===== src/rtl/window_fetcher.sv =====
// window_fetcher: raster sweep of 5x5 pixel windows, one memory read per window origin (FETCH_TIMEOUT_EN bounds the wait on ram_finish).
// Latency: 4 cycles per window from sampled ram_finish with win_ready held high.
// Backpressure: win_valid holds a window until win_ready; no memory request is issued meanwhile.
module window_fetcher #(
  parameter int STRIDE         = 1,
  parameter int TIMEOUT_CYCLES = 255
) (
  input  logic                   clk,
  input  logic                   rst,
  input  logic                   start,
  input  logic [15:0]            base_addr,
  input  logic [15:0]            img_width,
  input  logic [15:0]            img_height,
  output logic                   ram_enable,
  output logic                   ram_write,
  output logic [15:0]            ram_address,
  output logic [15:0]            ram_offset,
  input  logic                   ram_finish,
  input  logic [4:0][4:0][15:0]  ram_data,
  output logic [4:0][4:0][15:0]  win_data,
  output logic                   win_valid,
  input  logic                   win_ready,
  output logic [15:0]            win_row,
  output logic [15:0]            win_col,
  output logic                   busy,
  output logic                   done,
  output logic                   error
);

  typedef enum logic [2:0] {IDLE, REQ, RELEASE, HOLD, ADVANCE, DONE} state_t;

  state_t      state;
  logic [15:0] row;
  logic [15:0] col;
  logic [15:0] width;
  logic [15:0] height;
  logic [15:0] row_addr;
  logic [15:0] pitch;

  logic [16:0] col_step;
  logic [16:0] row_step;
  logic        col_wrap;
  logic        row_end;
  logic [15:0] next_row_addr;

  // STRIDE rows of pitch, built from adds so no multiplier is needed
  function automatic logic [15:0] times_stride(input logic [15:0] v);
    logic [15:0] acc;
    acc = '0;
    for (int k = 0; k < STRIDE; k++) acc = acc + v;
    return acc;
  endfunction

  assign col_step      = {1'b0, col} + 17'(STRIDE);
  assign row_step      = {1'b0, row} + 17'(STRIDE);
  assign col_wrap      = col_step > {1'b0, width - 16'd5};
  assign row_end       = row_step > {1'b0, height - 16'd5};
  assign next_row_addr = row_addr + pitch;
  assign ram_write     = 1'b0;

`ifdef FETCH_TIMEOUT_EN
  localparam int TW = (TIMEOUT_CYCLES > 1) ? $clog2(TIMEOUT_CYCLES) : 1;
  localparam logic [TW-1:0] TMO_LAST = TW'(TIMEOUT_CYCLES - 1);
  logic [TW-1:0] tmo_cnt;
`else
  assign error = 1'b0;
`endif

  always_ff @(posedge clk) begin
    if (rst) begin
      state       <= IDLE;
      ram_enable  <= 1'b0;
      ram_address <= '0;
      ram_offset  <= '0;
      win_data    <= '0;
      win_valid   <= 1'b0;
      win_row     <= '0;
      win_col     <= '0;
      busy        <= 1'b0;
      done        <= 1'b0;
      row         <= '0;
      col         <= '0;
      width       <= '0;
      height      <= '0;
      row_addr    <= '0;
      pitch       <= '0;
`ifdef FETCH_TIMEOUT_EN
      error       <= 1'b0;
      tmo_cnt     <= '0;
`endif
    end else begin
      case (state)
        IDLE: begin
          if (start) begin
            width       <= img_width;
            height      <= img_height;
            row         <= '0;
            col         <= '0;
            row_addr    <= base_addr;
            ram_address <= base_addr;
            ram_offset  <= img_width;
            pitch       <= times_stride(img_width);
`ifdef FETCH_TIMEOUT_EN
            error       <= 1'b0;
            tmo_cnt     <= '0;
`endif
            // An image smaller than one window yields no requests at all
            if (img_width < 16'd5 || img_height < 16'd5) begin
              done  <= 1'b1;
              state <= DONE;
            end else begin
              busy       <= 1'b1;
              ram_enable <= 1'b1;
              state      <= REQ;
            end
          end
        end
        REQ: begin
          if (ram_finish) begin
            win_data   <= ram_data;
            win_row    <= row;
            win_col    <= col;
            ram_enable <= 1'b0;
            state      <= RELEASE;
          end
`ifdef FETCH_TIMEOUT_EN
          else if (tmo_cnt == TMO_LAST) begin
            ram_enable <= 1'b0;
            error      <= 1'b1;
            busy       <= 1'b0;
            done       <= 1'b1;
            state      <= DONE;
          end else begin
            tmo_cnt <= tmo_cnt + 1'b1;
          end
`endif
        end
        RELEASE: begin
          win_valid <= 1'b1;
          state     <= HOLD;
        end
        HOLD: begin
          if (win_ready) begin
            win_valid <= 1'b0;
            state     <= ADVANCE;
          end
        end
        ADVANCE: begin
`ifdef FETCH_TIMEOUT_EN
          tmo_cnt <= '0;
`endif
          if (col_wrap) begin
            col <= '0;
            if (row_end) begin
              busy  <= 1'b0;
              done  <= 1'b1;
              state <= DONE;
            end else begin
              row         <= row_step[15:0];
              row_addr    <= next_row_addr;
              ram_address <= next_row_addr;
              ram_enable  <= 1'b1;
              state       <= REQ;
            end
          end else begin
            col         <= col_step[15:0];
            ram_address <= ram_address + 16'(STRIDE);
            ram_enable  <= 1'b1;
            state       <= REQ;
          end
        end
        DONE: begin
          done  <= 1'b0;
          busy  <= 1'b0;
          state <= IDLE;
        end
        default: state <= IDLE;
      endcase
    end
  end

endmodule


===== config.mk =====
export PLATFORM = sky130hd
export DESIGN_NAME = window_fetcher
export DESIGN_NICKNAME = d
export VERILOG_FILES = /design/src/rtl/window_fetcher.sv
export SDC_FILE = /design/constraint.sdc
export NUM_CORES = 1
export LEC_CHECK = 0
export CORE_AREA = 2 2 362 364
export DETAILED_ROUTE_END_ITERATION = 16
export DIE_AREA = 0 0 364 366
export GPL_ROUTABILITY_DRIVEN = 0
export MAX_ROUTING_LAYER = met4
export PLACE_DENSITY = 0.46
export SLEW_MARGIN = 40
export SYNTH_ARGS = -nofsm -noshare
export SYNTH_HDL_FRONTEND = slang
export SYNTH_SLANG_ARGS = --single-unit

===== constraint.sdc =====
create_clock -name clk -period 3.5 [get_ports clk]
set_input_delay 0.525 -clock clk [delete_from_list [all_inputs] [get_ports clk]]
set_output_delay 0.525 -clock clk [all_outputs]
set_load 0.01 [all_outputs]

==> results.json <==
{
  "result_of_the_run": "finished, violations left",
  "violations": "setup timing",
  "count_of_yosys_warnings_during_synthesis": 0,
  "ys.flop_type": "sky130_fd_sc_hd__dfxtp_1",
  "synthesis.instances": 2823,
  "setup_tns_ns": -0.328,
  "cp_most_frequent_cell": "sky130_fd_sc_hd__buf_6",
  "crit_path_top_delay_cell": "sky130_fd_sc_hd__or4_4",
  "critical_path_arrival_ns": 4.12,
  "unrepaired_setup_endpoints_after_global_routing": "yes",
  "period_share_pct": 102,
  "syn-mean-instance-area_um2": 7.78,
  "antenna_found_initial": 18,
  "hold_path.class": "in -> reg",
  "number_of_fill_cells_in_the_layout": 13900,
  "postLayoutCoreUtil_pct": 28.7,
  "seq_area_frac_synth_pct": 48.8,
  "port-buffer-count": 920,
  "groute.layer.met2.usage_pct": 25.3,
  "detailedRoute.firstPassIterationCount": 5,
  "grt.overflow.total": 0,
  "cts_sinks": 535,
  "worst_path_largest_cell_delay_ns": 0.48,
  "cp-start-kind": "flop",
  "detail-route-antenna-nets": 0,
  "synth-seq-cells": 535,
  "drt_iter0_markers": 1414,
  "worst-endpoint-required_ns": 4.07,
  "power_per_cell_area_nw_per_um2": 461,
  "final_cell_mix": "sky130_fd_sc_hd__nand2_1, sky130_fd_sc_hd__clkdlybuf4s50_1, sky130_fd_sc_hd__dfxtp_1",
  "power.switching_fraction_pct": 27.6,
  "period_minus_ws_final_ns": 3.55,
  "p_switching_w": 0.00472,
  "initial_utilization_pct": 17.0,
  "worst_setup_path_end_kind": "flop",
  "dieWidth_um": 364,
  "postSynth.asyncResetShare_pct": 0,
  "timing.critical_path.fanout_max": 7,
  "mostFrequentLayoutCell": "sky130_fd_sc_hd__nand2_1",
  "h-tree-depth": 3,
  "nets": 4290,
  "wl_per_cell_um": 19.2,
  "max_freq_mhz": 281,
  "die_footprint_um2": 133000,
  "worstSetupPathType": "reg -> reg",
  "skew_ns": 0.0206,
  "dp_hpwl_mm": 80.9,
  "row_count": 132,
  "clock_tree_root_driver_cell": "sky130_fd_sc_hd__clkbuf_16",
  "grt.met1_usage_pct": 19.2,
  "tritoncts.num_buffers": 72,
  "grt_pass1_wl_mm": 154,
  "post-route-drc-count": 0,
  "power_frac_clock_pct": 44.1,
  "global_route_hottest_layer": "met2",
  "detail_route.wirelength_mm": 108,
  "post_route_cells_drive_above_1_share_pct": 9.68,
  "core_region_area_um2": 129000,
  "power.share.sequential_pct": 38.7,
  "cts_clock_pin_slew_for_the_worst_setup_and_hold_paths_ns": 0.06,
  "pin_slew_with_the_least_headroom_to_its_limit_ns": 0.758,
  "cellLeakagePower_nw": 13.1,
  "timing.max_cap.violations": 0,
  "cts_hold_repair.buffers": 0,
  "setup_violations": 12,
  "power.ir.vdd_worst_mv": 0.291,
  "synth_cell_types": 75,
  "total_track_usage_pct": 15.9,
  "synth-edff-count": 0,
  "die-height_um": 366,
  "ioPinCount": 923,
  "grt_max_degree": 126,
  "tritoncts": "done",
  "maxSlewViolCount": 0,
  "critical_path.top_delay_family": "simple AND/OR/NAND/NOR gates",
  "clkLatencyLatePin_ns": 0.65,
  "timing.critical_path.buf_inv": 4,
  "timing.slew.headroom_pct": 49.4,
  "finalWorstSetupSlack_ns": -0.0527,
  "detail_route.vias_per_cell": 4.17,
  "mappedNetlistArea_um2": 22000,
  "hold_viol_final": 0,
  "use_met3_pct": 4.85,
  "area_growth_pct": 68.6,
  "pwr-share-comb_pct": 17.2,
  "dr_total_vias": 23300,
  "clock_tree.buffer_depth": 3,
  "power_report.internal_total_w": 0.0124,
  "number_of_global_route_vias_before_repair": 22700,
  "crit_chain": "nor4_4 > buf_4 > nand2_4 > or4_4 > nor4_4 > xnor2_1 > ha_1 > nand3_4 > nor3_4 > a2111oi_4 > a22oi_2 > buf_6 > buf_6 > nor3_4 > buf_6 > nor3_2 > a211oi_1"
}
==> synth_stat cells (all sizes together), types with 4 or more instances <==
master | n | area, um2
a211o | 4 | 35.0
a211oi | 27 | 203
a21o | 9 | 67.6
a21oi | 511 | 2580
a22oi | 15 | 113
a31oi | 10 | 62.6
and2 | 8 | 50.1
and3 | 11 | 68.8
buf | 24 | 128
clkbuf | 177 | 667
dfxtp | 535 | 10700
ha | 52 | 651
inv | 23 | 86.3
mux2i | 8 | 80.1
nand2 | 1000 | 3750
nand2b | 6 | 37.5
nand3 | 45 | 240
nand4 | 22 | 138
nor2 | 58 | 220
nor2b | 5 | 31.3
nor3 | 45 | 241
nor4 | 12 | 75.1
o211ai | 16 | 120
o21ai | 29 | 156
o22ai | 4 | 25.0
o311a | 4 | 40.0
o311ai | 9 | 78.8
o31ai | 12 | 90.1
or3 | 10 | 62.6
or4 | 5 | 37.5
xnor2 | 45 | 394
xor2 | 32 | 280
==> area by class of cell <==
cell class / instances / area, um2 / area share (%)
timing repair buffer: 1087 / 10700 / 29.0
tap: 1742 / 2180 / 5.88
antenna: 15 / 37.5 / 0.101
clock inverter: 23 / 253 / 0.682
inverter: 24 / 90.1 / 0.243
multi-input combinational: 2064 / 10900 / 29.4
clock buffer: 108 / 2120 / 5.72
sequential: 535 / 10700 / 28.9
==> registers in the layout, summed over array words and instances, names as in the netlist <==
signal       count
state            3
win_valid        1
win_data       400
pitch           16
row_addr        16
win_row         16
ram_address     16
row             16
busy             1
done             1
height          16
ram_enable       1
win_col         16
col             16
==> stage by stage <==
| stage | total power [W] | worst slack [ns] | hold WS (ns) | std cells | instance area, um2 |
|---|---|---|---|---|---|
| finish | 0.0171 | -0.0527 | 0.356 | 5598 | 37000 |
| global route | 0.0179 | -0.303 | 0.336 | 5598 | 37000 |
| CTS | 0.0174 | -0.0404 | 0.300 | 5576 | 36500 |
| detailed placement | 0.00959 | -0.273 | 0.446 | 5442 | 34000 |
| global placement | 0.00958 | -0.297 | 0.441 | 5442 | 34000 |
| floorplan | 0.00790 | -0.00865 | 0.442 | 2824 | 22000 |
==> power by group through the flow <==
stage | sequential [W] | combinational, W | clock (W)
after global placement | 0.00672 | 0.00286 | 0
final | 0.00661 | 0.00294 | 0.00754
after CTS | 0.00660 | 0.00290 | 0.00785
after floorplan | 0.00683 | 0.00107 | 0
after detailed placement | 0.00673 | 0.00286 | 0
after global routing | 0.00664 | 0.00319 | 0.00806
==> routing by layer <==
metal  part of all wire (%)  vias up
li1                       -    11500
met1                     43    11000
met2                     47      725
met3                    7.5      118
met4                    2.3        0
met5                      0        -
==> final timing paths <==
path | from | end | slack [ns] | cells after the start
max reg2reg | height[6] | ram_address[4] | -0.05 | 17
max | height[6] | ram_address[4] | -0.05 | 17
min reg2reg | win_data[392] | win_data[392] | 0.45 | 2
min | rst | win_row[9] | 0.36 | 2
==> kinds of logic (layout without fill, tap and decap cells) <==
kind of cell / after synthesis / count (layout) / synth area share, %
other: 1 / 17 / 0.0171
buffers and inverters: 225 / 1242 / 4.03
AO/OA/AOI/OAI: 682 / 682 / 17.6
flip-flops: 535 / 535 / 48.8
adder cells (fa/ha/maj): 53 / 53 / 3.05
multiplexers: 9 / 9 / 0.416
AND/OR/NAND/NOR: 1241 / 1241 / 23.1
XOR/XNOR: 77 / 77 / 3.07
==> timing repair <==
action | in CTS | in global routing
endpoints found under the hold margin | 0 | 0
pin swaps | 10 | 29
gates cloned | 0 | 3
buffers inserted | 3 | 5
gates resized for setup | 26 | 85
setup endpoints to repair | 52 | 67
(Power assumes the default switching activity.)
